File: src/rtl/uart_cmd_parser_pkg.sv
// Shared constants and FSM state type for the UART command parser.
package uart_cmd_parser_pkg;

  localparam logic [7:0] SYNC = 8'hA5;
  localparam logic [7:0] ACK  = 8'h06;
  localparam logic [7:0] NAK  = 8'h15;

  localparam logic [7:0] CMD_LOAD_JOB = 8'h01;
  localparam logic [7:0] CMD_START    = 8'h02;
  localparam logic [7:0] CMD_STOP     = 8'h03;
  localparam logic [7:0] CMD_PING     = 8'h04;

  typedef enum logic [2:0] {
    ST_IDLE,
    ST_CMD,
    ST_LEN,
    ST_PAYLOAD,
    ST_CSUM,
    ST_RESP
  } state_t;

endpackage

File: src/rtl/uart_cmd_parser_job_ram.sv
// Job buffer: single write port, registered read port; contents are not reset.
module job_ram #(
  parameter int DEPTH = 80,
  parameter int AW    = 7
) (
  input  logic          clk_hf,
  input  logic          we,
  input  logic [AW-1:0] waddr,
  input  logic [7:0]    wdata,
  input  logic [AW-1:0] raddr,
  output logic [7:0]    rdata
);

  logic [7:0] mem [DEPTH];

  always_ff @(posedge clk_hf) begin
    if (we && (int'(waddr) < DEPTH)) mem[waddr] <= wdata;
    if (int'(raddr) < DEPTH) rdata <= mem[raddr];
    else                     rdata <= 8'h00;
  end

endmodule

File: src/rtl/uart_cmd_parser.sv
// Frame parser for A5/CMD/LEN/payload/CSUM commands with ACK/NAK replies.
// state      | meaning
// ST_IDLE    | hunting for SYNC
// ST_CMD     | expecting command byte
// ST_LEN     | expecting length byte
// ST_PAYLOAD | collecting payload bytes
// ST_CSUM    | expecting checksum byte
// ST_RESP    | waiting for transmitter to accept the reply
module uart_cmd_parser
  import uart_cmd_parser_pkg::*;
#(
  parameter int MAX_LEN        = 80,
  parameter int TIMEOUT_CYCLES = 1_000_000
) (
  input  logic       clk_hf,
  input  logic       reset,
  input  logic       rx_valid,
  input  logic [7:0] rx_byte,
  input  logic       rx_error,
  input  logic       tx_busy,
  output logic       tx_start,
  output logic [7:0] tx_byte,
  input  logic [6:0] job_raddr,
  output logic [7:0] job_rdata,
  output logic [6:0] job_len,
  output logic       job_valid,
  output logic       job_load,
  output logic       mine_start,
  output logic       mine_stop,
  output logic [7:0] err_count
);

  localparam int TW = $clog2(TIMEOUT_CYCLES + 1);
  localparam logic [TW-1:0] TIMER_RELOAD = TW'(TIMEOUT_CYCLES - 1);

  state_t        state_q, state_d;
  logic [7:0]    cmd_q, len_q, csum_q, resp_q, tx_hold_q;
  logic [6:0]    pay_idx;
  logic [TW-1:0] timer_q;
  logic          resp_pend;
  logic          byte_ok, in_frame, abort, resp_set, load_ok, start_ok, stop_ok, ram_we;
  logic [7:0]    resp_val;

  assign byte_ok  = rx_valid && !rx_error;
  assign in_frame = state_q inside {ST_CMD, ST_LEN, ST_PAYLOAD, ST_CSUM};
  // An rx_error in RESP cancels the reply even if the transmitter is free.
  assign tx_start = resp_pend && !tx_busy && !(state_q == ST_RESP && rx_error);
  assign tx_byte  = tx_start ? resp_q : tx_hold_q;

  always_comb begin
    state_d  = state_q;
    abort    = 1'b0;
    resp_set = 1'b0;
    resp_val = NAK;
    load_ok  = 1'b0;
    start_ok = 1'b0;
    stop_ok  = 1'b0;
    ram_we   = 1'b0;
    if (state_q != ST_IDLE && rx_error) begin
      abort   = 1'b1;
      state_d = ST_IDLE;
    end else if (in_frame && !rx_valid && timer_q == '0) begin
      abort   = 1'b1;
      state_d = ST_IDLE;
    end else begin
      case (state_q)
        ST_IDLE:    if (byte_ok && rx_byte == SYNC) state_d = ST_CMD;
        ST_CMD:     if (byte_ok) state_d = ST_LEN;
        ST_LEN: begin
          if (byte_ok) begin
            if (rx_byte > 8'(MAX_LEN)) begin
              resp_set = 1'b1;
              state_d  = ST_IDLE;
            end else if (rx_byte == 8'h00) begin
              state_d = ST_CSUM;
            end else begin
              state_d = ST_PAYLOAD;
            end
          end
        end
        ST_PAYLOAD: begin
          if (byte_ok) begin
            ram_we = (cmd_q == CMD_LOAD_JOB);
            if (({1'b0, pay_idx} + 8'd1) == len_q) state_d = ST_CSUM;
          end
        end
        ST_CSUM: begin
          if (byte_ok) begin
            state_d  = ST_RESP;
            resp_set = 1'b1;
            if (rx_byte == csum_q) begin
              case (cmd_q)
                CMD_LOAD_JOB: begin
                  load_ok  = 1'b1;
                  resp_val = ACK;
                end
                CMD_START: if (len_q == 8'h00 && job_valid) begin
                  start_ok = 1'b1;
                  resp_val = ACK;
                end
                CMD_STOP: if (len_q == 8'h00) begin
                  stop_ok  = 1'b1;
                  resp_val = ACK;
                end
                CMD_PING: if (len_q == 8'h00) resp_val = ACK;
                default: ;
              endcase
            end
          end
        end
        ST_RESP:    if (tx_start) state_d = ST_IDLE;
        default:    state_d = ST_IDLE;
      endcase
    end
  end

  always_ff @(posedge clk_hf or posedge reset) begin
    if (reset) begin
      state_q    <= ST_IDLE;
      cmd_q      <= 8'h00;
      len_q      <= 8'h00;
      csum_q     <= 8'h00;
      resp_q     <= 8'h00;
      tx_hold_q  <= 8'h00;
      pay_idx    <= 7'd0;
      timer_q    <= TIMER_RELOAD;
      resp_pend  <= 1'b0;
      job_len    <= 7'd0;
      job_valid  <= 1'b0;
      job_load   <= 1'b0;
      mine_start <= 1'b0;
      mine_stop  <= 1'b0;
      err_count  <= 8'h00;
    end else begin
      state_q    <= state_d;
      job_load   <= load_ok;
      mine_start <= start_ok;
      mine_stop  <= stop_ok;

      if (byte_ok)                         timer_q <= TIMER_RELOAD;
      else if (in_frame && timer_q != '0)  timer_q <= timer_q - TW'(1);

      if (byte_ok) begin
        case (state_q)
          ST_CMD: begin
            cmd_q  <= rx_byte;
            csum_q <= rx_byte;
          end
          ST_LEN: begin
            len_q   <= rx_byte;
            csum_q  <= csum_q ^ rx_byte;
            pay_idx <= 7'd0;
          end
          ST_PAYLOAD: begin
            csum_q  <= csum_q ^ rx_byte;
            pay_idx <= pay_idx + 7'd1;
          end
          default: ;
        endcase
      end

      if (tx_start) begin
        tx_hold_q <= resp_q;
        resp_pend <= 1'b0;
      end
      if (resp_set) begin
        resp_pend <= 1'b1;
        resp_q    <= resp_val;
      end else if (abort && state_q == ST_RESP) begin
        resp_pend <= 1'b0;
      end

      if (ram_we && pay_idx == 7'd0) job_valid <= 1'b0;
      if (load_ok) begin
        job_valid <= 1'b1;
        job_len   <= len_q[6:0];
      end

      if (abort && err_count != 8'hFF) err_count <= err_count + 8'd1;
    end
  end

  job_ram #(.DEPTH(MAX_LEN), .AW(7)) u_job_ram (
    .clk_hf (clk_hf),
    .we     (ram_we),
    .waddr  (pay_idx),
    .wdata  (rx_byte),
    .raddr  (job_raddr),
    .rdata  (job_rdata)
  );

endmodule

File: config.mk
export PLATFORM = sky130hd
export DESIGN_NAME = uart_cmd_parser
export DESIGN_NICKNAME = d
export VERILOG_FILES = /design/src/rtl/uart_cmd_parser_pkg.sv /design/src/rtl/uart_cmd_parser_job_ram.sv /design/src/rtl/uart_cmd_parser.sv
export SDC_FILE = /design/constraint.sdc
export NUM_CORES = 1
export LEC_CHECK = 0
export CAP_MARGIN = 40
export CORE_UTILIZATION = 55
export CTS_BUF_LIST = sky130_fd_sc_hd__clkbuf_16
export DETAILED_ROUTE_END_ITERATION = 8
export PLACE_DENSITY = 0.85
export SYNTH_ARGS = -nofsm -noshare
export SYNTH_HDL_FRONTEND = slang
export SYNTH_HIERARCHICAL = 1
export SYNTH_SLANG_ARGS = --single-unit
File: constraint.sdc
create_clock -name clk_hf -period 3 [get_ports clk_hf]
set_input_delay 0.6 -clock clk_hf [delete_from_list [all_inputs] [get_ports clk_hf]]
set_output_delay 0.6 -clock clk_hf [all_outputs]
set_load 0.05 [all_outputs]
==> results.yml <==
setup_path:
  cp_top_family: "simple AND/OR/NAND/NOR gates"
  worst_r2r_startpoint: "cmd_q[4]"
  reg2reg_to: "u_job_ram/mem[2][2]"
  cp.required_ns: 3.32
  crit_slowest_cell: "or4_1"
  cp_data_arrival_time_ns: 3.17
  crit_path_max_incr_delay_ns: 0.52
  crit_top_cell: "nor2_1"
  r2r_cells: 11
  crit_fanout: 10
  r2r_slack_ns: 0.15
  endpoint_kind: "register"
  path_cells: "or4_1 > nor2_1 > nor4b_4 > nand3_1 > inv_1 > nand2_1 > nor2_2 > nand3b_1 > buf_12 > nor2_1 > buf_4"
  cp-start-kind: "register"
  crit_buf_inv: 3
  setup.worst_path.class: "reg -> reg"
power:
  peakVddDrop_mv: 0.665
  p_comb_frac: 0.050
  total_power_mw: 20.8
  p_sw_mw: 4.43
  netSwitchingFraction: 0.214
  leakage_nw: 11.7
  power_frac_clock: 0.414
  p_per_area_mw_per_mm2: 608
  p_int_mw: 16.3
  power_frac_seq: 0.536
run_status:
  status: "completed"
grt:
  antenna_found_initial: 4
  grt_pass1_vias: 16700
  grt_usage: 0.273
  grt_max_degree: 84
  grt_overflow: 0
  grtUsageMet1: 0.350
  grt_first_pass_wirelength_um: 107000
  grt_use_met2: 0.457
  top_usage_layer: "met2"
  gr-usage-met3: 0.0579
routing:
  num_vias: 16700
  dr.pass1.iters: 6
  wl_um: 71800
  routed_via_density: 6.49
  drtAntennaViolNets: 0
  wl_per_cell_um: 28.0
  drc: 0
  drtIter0Drc: 2151
synth:
  synth_ff_type: "edfxtp_1"
  ys_seq_area_frac: 0.733
  synth_cell_types: 69
  syn_avg_cell_area_um2: 18.4
  netlist_area_mm2: 0.0294
  synth_edf_count: 640
  syn-num-nets: 1623
  synth-async-reset-ratio: 0.116
  synthCells: 1598
  ys_ff_latch: 733
  synth_warnings: 6
min_path:
  whs_endpoint: "cmd_q[2]"
  hp-class: "in -> reg"
  hold_start: "rx_byte[2]"
  worstHoldPathCells: 2
floorplanning:
  die_h_um: 233
  rows: 84
  dieArea_mm2: 0.0543
  coreArea_mm2: 0.0527
  initial_core_util: 0.558
  dieWidth_um: 233
  design.portCount: 56
cts:
  cts_tree: "done"
  numCtsBuffers: 72
  cts_setup_buffers: 0
  clkTransAtPathRegs_ns: 0.06
  clock-sinks: 733
  clockRootBuffer: "clkbuf_16"
  clock_latency_ns: 0.63
  h-tree-depth: 3
  cts_buffer_depth: 3
finish:
  drive_gt1_frac: 0.265
  fillers: 3335
  final_cells: 2567
  final_common_cell: "edfxtp_1"
  area_growth_pct: 16.2
  final_nets: 1845
  final_cell_mix: "edfxtp_1 (640), mux4_2 (155), buf_4 (152)"
  multiInputGateArea_mm2: 0.00741
  stdcell_area_mm2: 0.0341
  regArea_mm2: 0.0215
sta:
  worst_pin_slew_ns: 0.974
  final_max_slew_viol_count: 0
  setup_violations: 0
  fin_skew_ns: 0.0230
  max_freq_ghz: 0.350
  fin_crit_ns: 2.85
  whs_ns: 0.315
  hold_viol: 0
  fin_crit_sh: 0.951
  relSlewSlack: 0.349
  rsz0062_at_grt: "no"
place:
  dp_hpwl_um: 44900
  placed_cell_area_mm2: 0.0319
  io_buffers: 55
  placed_cells: 2434
  place.gp.congestion: 0.901
job:
  drv_cap: 0
-- cells by family after synthesis --
group / share of synthesized area
compound gates: 0.0382
xor+xnor: 0.0122
fa+ha+maj: 0.00213
mux: 0.139
buf+inv: 0.0156
flops: 0.733
simple gates: 0.0597
-- metrics by stage --
step	setup TNS, ns	utilization	setup WS [ns]
after floorplan	-0.0150	-	-0.00748
after global placement	-5.14	0.605	-0.0390
after detailed placement	-13.64	0.605	-0.0902
after CTS	0	0.648	0.00271
after global routing	0	0.648	0.0133
final	0	0.648	0.147
-- layer usage --
| layer | up-vias | routed length (um) |
|---|---|---|
| met2 | 1118 | 36100 |
| met1 | 8464 | 24900 |
| li1 | 6857 | - |
| met5 | - | 0 |
| met3 | 220 | 7440 |
| met4 | 0 | 3320 |
-- final cells by class --
type	count	area share
Tap cell	688	0.0252
Clock buffer	74	0.0542
Antenna cell	3	0.000220
Inverter	17	0.00191
Sequential cell	733	0.630
Multi-Input combinational cell	775	0.217
Clock inverter	56	0.0114
Timing Repair Buffer	221	0.0595
-- flip-flops by register name, summed over array words and instances, names as in the netlist, 3 cells and up --
register	flops
job_len	7
err_count	8
timer_q	20
csum_q	8
resp_q	3
cmd_q	8
u_job_ram/mem	640
len_q	8
pay_idx	7
tx_hold_q	8
state_q	3
u_job_ram/rdata	8
-- repair_timing --
action,4_1_cts,5_1_grt
resized for setup,2,5
hold buffers,0,0
endpoints found under the setup margin,469,444
-- Yosys cell counts, types with 23 or more instances --
cell type	number	share of area
mux2i_1	24	0.0082
a22oi_1	31	0.0079
o21ai_0	23	0.0039
mux2_2	32	0.012
a21oi_1	26	0.0044
clkbuf_1	35	0.0045
mux4_2	155	0.12
nor2_1	127	0.016
edfxtp_1	640	0.65
nand3_1	25	0.0043
nand2_1	89	0.011
dfrtp_1	73	0.062
-- power groups by stage --
stage | clock (mW) | combinational, mW | sequential (mW)
after floorplan | 0 | 0.508 | 11.4
after global placement | 0 | 0.982 | 11.3
after detailed placement | 0 | 1.01 | 11.3
after CTS | 8.71 | 1.03 | 11.1
after global routing | 9.09 | 1.08 | 11.1
final | 8.59 | 1.03 | 11.1
-- worst max-delay path by stage --
stage               startpoint                    to  slack, ns  cells after the start
global placement      cmd_q[4]  u_job_ram/mem[20][6]      -0.04                     11
global route          cmd_q[4]  u_job_ram/mem[13][6]       0.01                     11
finish                cmd_q[4]   u_job_ram/mem[2][2]       0.15                     11
CTS                 state_q[1]            tx_byte[0]      0.003                      6
detailed placement    cmd_q[4]  u_job_ram/mem[54][4]      -0.09                     11
floorplan           state_q[0]            tx_byte[0]     -0.007                      7
Note: power is estimated with default switching activity, not from simulation.
==> RTL change: new RTL, same settings <==
Register the inputs `rx_valid`, `rx_byte`, `rx_error`, `tx_busy` and `job_raddr` before use, without a reset. The logic sees them one clock later.
--- a/src/rtl/uart_cmd_parser.sv
+++ b/src/rtl/uart_cmd_parser.sv
@@ -34,4 +34,18 @@
   localparam logic [TW-1:0] TIMER_RELOAD = TW'(TIMEOUT_CYCLES - 1);
 
+  logic rx_valid_q;
+  logic [7:0] rx_byte_q;
+  logic rx_error_q;
+  logic tx_busy_q;
+  logic [6:0] job_raddr_q;
+
+  always_ff @(posedge clk_hf) begin
+    rx_valid_q  <= rx_valid;
+    rx_byte_q   <= rx_byte;
+    rx_error_q  <= rx_error;
+    tx_busy_q   <= tx_busy;
+    job_raddr_q <= job_raddr;
+  end
+
   state_t        state_q, state_d;
   logic [7:0]    cmd_q, len_q, csum_q, resp_q, tx_hold_q;
@@ -42,8 +56,8 @@
   logic [7:0]    resp_val;
 
-  assign byte_ok  = rx_valid && !rx_error;
+  assign byte_ok  = rx_valid_q && !rx_error_q;
   assign in_frame = state_q inside {ST_CMD, ST_LEN, ST_PAYLOAD, ST_CSUM};
   // An rx_error in RESP cancels the reply even if the transmitter is free.
-  assign tx_start = resp_pend && !tx_busy && !(state_q == ST_RESP && rx_error);
+  assign tx_start = resp_pend && !tx_busy_q && !(state_q == ST_RESP && rx_error_q);
   assign tx_byte  = tx_start ? resp_q : tx_hold_q;
 
@@ -57,20 +71,20 @@
     stop_ok  = 1'b0;
     ram_we   = 1'b0;
-    if (state_q != ST_IDLE && rx_error) begin
+    if (state_q != ST_IDLE && rx_error_q) begin
       abort   = 1'b1;
       state_d = ST_IDLE;
-    end else if (in_frame && !rx_valid && timer_q == '0) begin
+    end else if (in_frame && !rx_valid_q && timer_q == '0) begin
       abort   = 1'b1;
       state_d = ST_IDLE;
     end else begin
       case (state_q)
-        ST_IDLE:    if (byte_ok && rx_byte == SYNC) state_d = ST_CMD;
+        ST_IDLE:    if (byte_ok && rx_byte_q == SYNC) state_d = ST_CMD;
         ST_CMD:     if (byte_ok) state_d = ST_LEN;
         ST_LEN: begin
           if (byte_ok) begin
-            if (rx_byte > 8'(MAX_LEN)) begin
+            if (rx_byte_q > 8'(MAX_LEN)) begin
               resp_set = 1'b1;
               state_d  = ST_IDLE;
-            end else if (rx_byte == 8'h00) begin
+            end else if (rx_byte_q == 8'h00) begin
               state_d = ST_CSUM;
             end else begin
@@ -89,5 +103,5 @@
             state_d  = ST_RESP;
             resp_set = 1'b1;
-            if (rx_byte == csum_q) begin
+            if (rx_byte_q == csum_q) begin
               case (cmd_q)
                 CMD_LOAD_JOB: begin
@@ -144,14 +158,14 @@
         case (state_q)
           ST_CMD: begin
-            cmd_q  <= rx_byte;
-            csum_q <= rx_byte;
+            cmd_q  <= rx_byte_q;
+            csum_q <= rx_byte_q;
           end
           ST_LEN: begin
-            len_q   <= rx_byte;
-            csum_q  <= csum_q ^ rx_byte;
+            len_q   <= rx_byte_q;
+            csum_q  <= csum_q ^ rx_byte_q;
             pay_idx <= 7'd0;
           end
           ST_PAYLOAD: begin
-            csum_q  <= csum_q ^ rx_byte;
+            csum_q  <= csum_q ^ rx_byte_q;
             pay_idx <= pay_idx + 7'd1;
           end
@@ -185,6 +199,6 @@
     .we     (ram_we),
     .waddr  (pay_idx),
-    .wdata  (rx_byte),
-    .raddr  (job_raddr),
+    .wdata  (rx_byte_q),
+    .raddr  (job_raddr_q),
     .rdata  (job_rdata)
   );
Function: changed (Yosys sat finds a counterexample within 4 cycles, from zero or initial values and one cycle with reset high).
==> RTL change against the original RTL <==
  * Sequential cell count increased by 18
  * Critical path depth decreased by 4
  * Via count increased by 1.1%
  * Largest cell class unchanged
  * Wire length decreased by 1.2%
  * Worst setup slack got worse by 0.020 ns
  * Final area about the same
  * Register-to-register slack improved by 0.08 ns
  * First-iteration DRC count decreased by 1.6%
  * Non-clock buffer count decreased by 21
  * Sequential share of layout area increased by 1.1 points
  * Area after synthesis increased by 1.1%
Power is not compared: it rests on default switching activity, and its combinational part moved more than twofold at a synthesized area within 25%.
==> RTL change: results (changes against the original RTL) <==
post-synthesis adder-cell area fraction 0.00211 (was 0.00213); Hold Path Class in -> async (was in -> reg); syn nets 1641 (was 1623); layout cells sized above 1 0.260 (was 0.265); post-synthesis compound-gate area fraction 0.0368 (was 0.0382); Reg clk slew, reported paths 0.06 ns (about the same); vias in the first global route 17100 (was 16700); fin nets 1839 (was 1845); Largest regs u_job_ram/mem x640, timer_q x20 (unchanged); Initial DRC Count 2117 (was 2151); Slew HR 0.340 (was 0.349); post-synthesis mux area share 0.139 (about the same); Post-Layout Cell Count 2560 (was 2567); Worst VDD drop 0.000787 V; ys async rst share 0.113 (was 0.116); P_leak 11.5 nW; FILL cells 3356 (was 3335); post-synthesis cell type count 72 (was 69); Seq/Total Area, Yosys 0.737 (was 0.733); Placer Congestion 0.907 (was 0.901); DP HPWL 42.8 mm (was 44.9 mm); H-Tree Depth 3 (unchanged); first-pass GRT wire length 105 mm (was 107 mm); number of synthesized flops with an enable pin 640 (unchanged); vias per cell 6.58 (was 6.49); initial antenna violation count 2 (was 4); dpl cells 2425 (was 2434); top post-synthesis cells by area edfxtp_1 65%, mux4_2 12%, dfrtp_1 6.2%, dfxtp_1 1.8%, nor2_1 1.5% (was edfxtp_1 65%, mux4_2 12%, dfrtp_1 6.2%, nor2_1 1.6%, mux2_2 1.2%); Clock Skew 0.0271 ns (was 0.0230 ns); CTS buffer count 73 (was 72); Avg Inst Size Synth 18.4 um2 (about the same); most frequent cells after synthesis 640 x edfxtp_1, 155 x mux4_2, 121 x nor2_1, 74 x nand2_1, 73 x dfrtp_1 (was 640 x edfxtp_1, 155 x mux4_2, 127 x nor2_1, 89 x nand2_1, 73 x dfrtp_1); CP Data Arrival Time 2.27 ns (was 3.17 ns); first drt pass iteration count 6 (unchanged); # diodes 0 (was 3); DR WL/cell 27.7 um (was 28.0 um); total global-route track usage 0.264 (was 0.273); Synth Area in XOR/XNOR 0.0121 (was 0.0122); pin count of the biggest net entering global routing 85 (was 84); status complete, no violations (unchanged)
-- RTL change: logic make-up after synthesis --
family | count (synthesis)
and+or+nand+nor | 346
muxes | 214
xor gates and xnor gates | 41
adders and majority gates | 5
DFF | 751
buffers and inverters | 96
AOI/OAI and AO/OA | 163
-- RTL change: power by group --
| group | total [mW] | switching [mW] | leakage [nW] | internal [mW] |
|---|---|---|---|---|
| clock | 8.81 | 3.92 | 1.17 | 4.88 |
| combinational | 2.52 | 1.52 | 3.31 | 1.00 |
| sequential | 12.2 | 0.484 | 7.03 | 11.7 |
-- RTL change: critical path, stage by stage, from the launching register on --
cell     delay (ns)
dfrtp_2        0.39
inv_1          0.08
nor2_1         0.16
nand3_1        0.11
nand3_1        0.16
buf_4          0.18
mux2_2         0.36
buf_4          0.20
-- RTL change: routing by layer --
layer / wire length [um] / part of all wire / track usage / up-vias
li1: - / - / - / 6863
met1: 25700 / 0.36 / 0.346 / 8551
met2: 34600 / 0.49 / 0.425 / 1163
met3: 7200 / 0.10 / 0.0602 / 258
met4: 3320 / 0.047 / 0.119 / 4
met5: 30 / 0.00042 / 0 / -
-- RTL change: path summary, 6_finish.rpt --
kind / startpoint / to / slack (ns) / cells past startpoint
min reg2reg: tx_hold_q[6] / tx_hold_q[6] / 0.49 / 1
max reg2reg: job_raddr_q[3] / u_job_ram/rdata[7] / 0.23 / 5
max: state_q[2] / tx_byte[2] / 0.13 / 7
min: reset / job_len[4] / 0.36 / 2
max in group asynchronous: reset / timer_q[19] / 1.91 / 3
min in group clk_hf: rx_byte[4] / rx_byte_q[4] / 0.41 / 1
-- RTL change: stage by stage --
stage          instance area, um2  setup WS [ns]
3_5_place_dp                31900          0.414
3_3_place_gp                31900          0.521
5_1_grt                     34200        0.00777
2_1_floorplan               29700        0.00851
6_report                    34200          0.127
4_1_cts                     34100        0.00454
-- RTL change: area by class of cell --
type | count | area share
multi-input combinational | 769 | 0.215
clock buffer | 76 | 0.0557
clock inverter | 57 | 0.0113
sequential | 751 | 0.641
timing repair buffer | 200 | 0.0495
tap | 688 | 0.0252
inverter | 19 | 0.00212
-- RTL change: repair_timing --
action / CTS / global route
setup buffers: 0 / 1
gates resized for setup: 2 / 1
setup endpoints to repair: 3 / 3
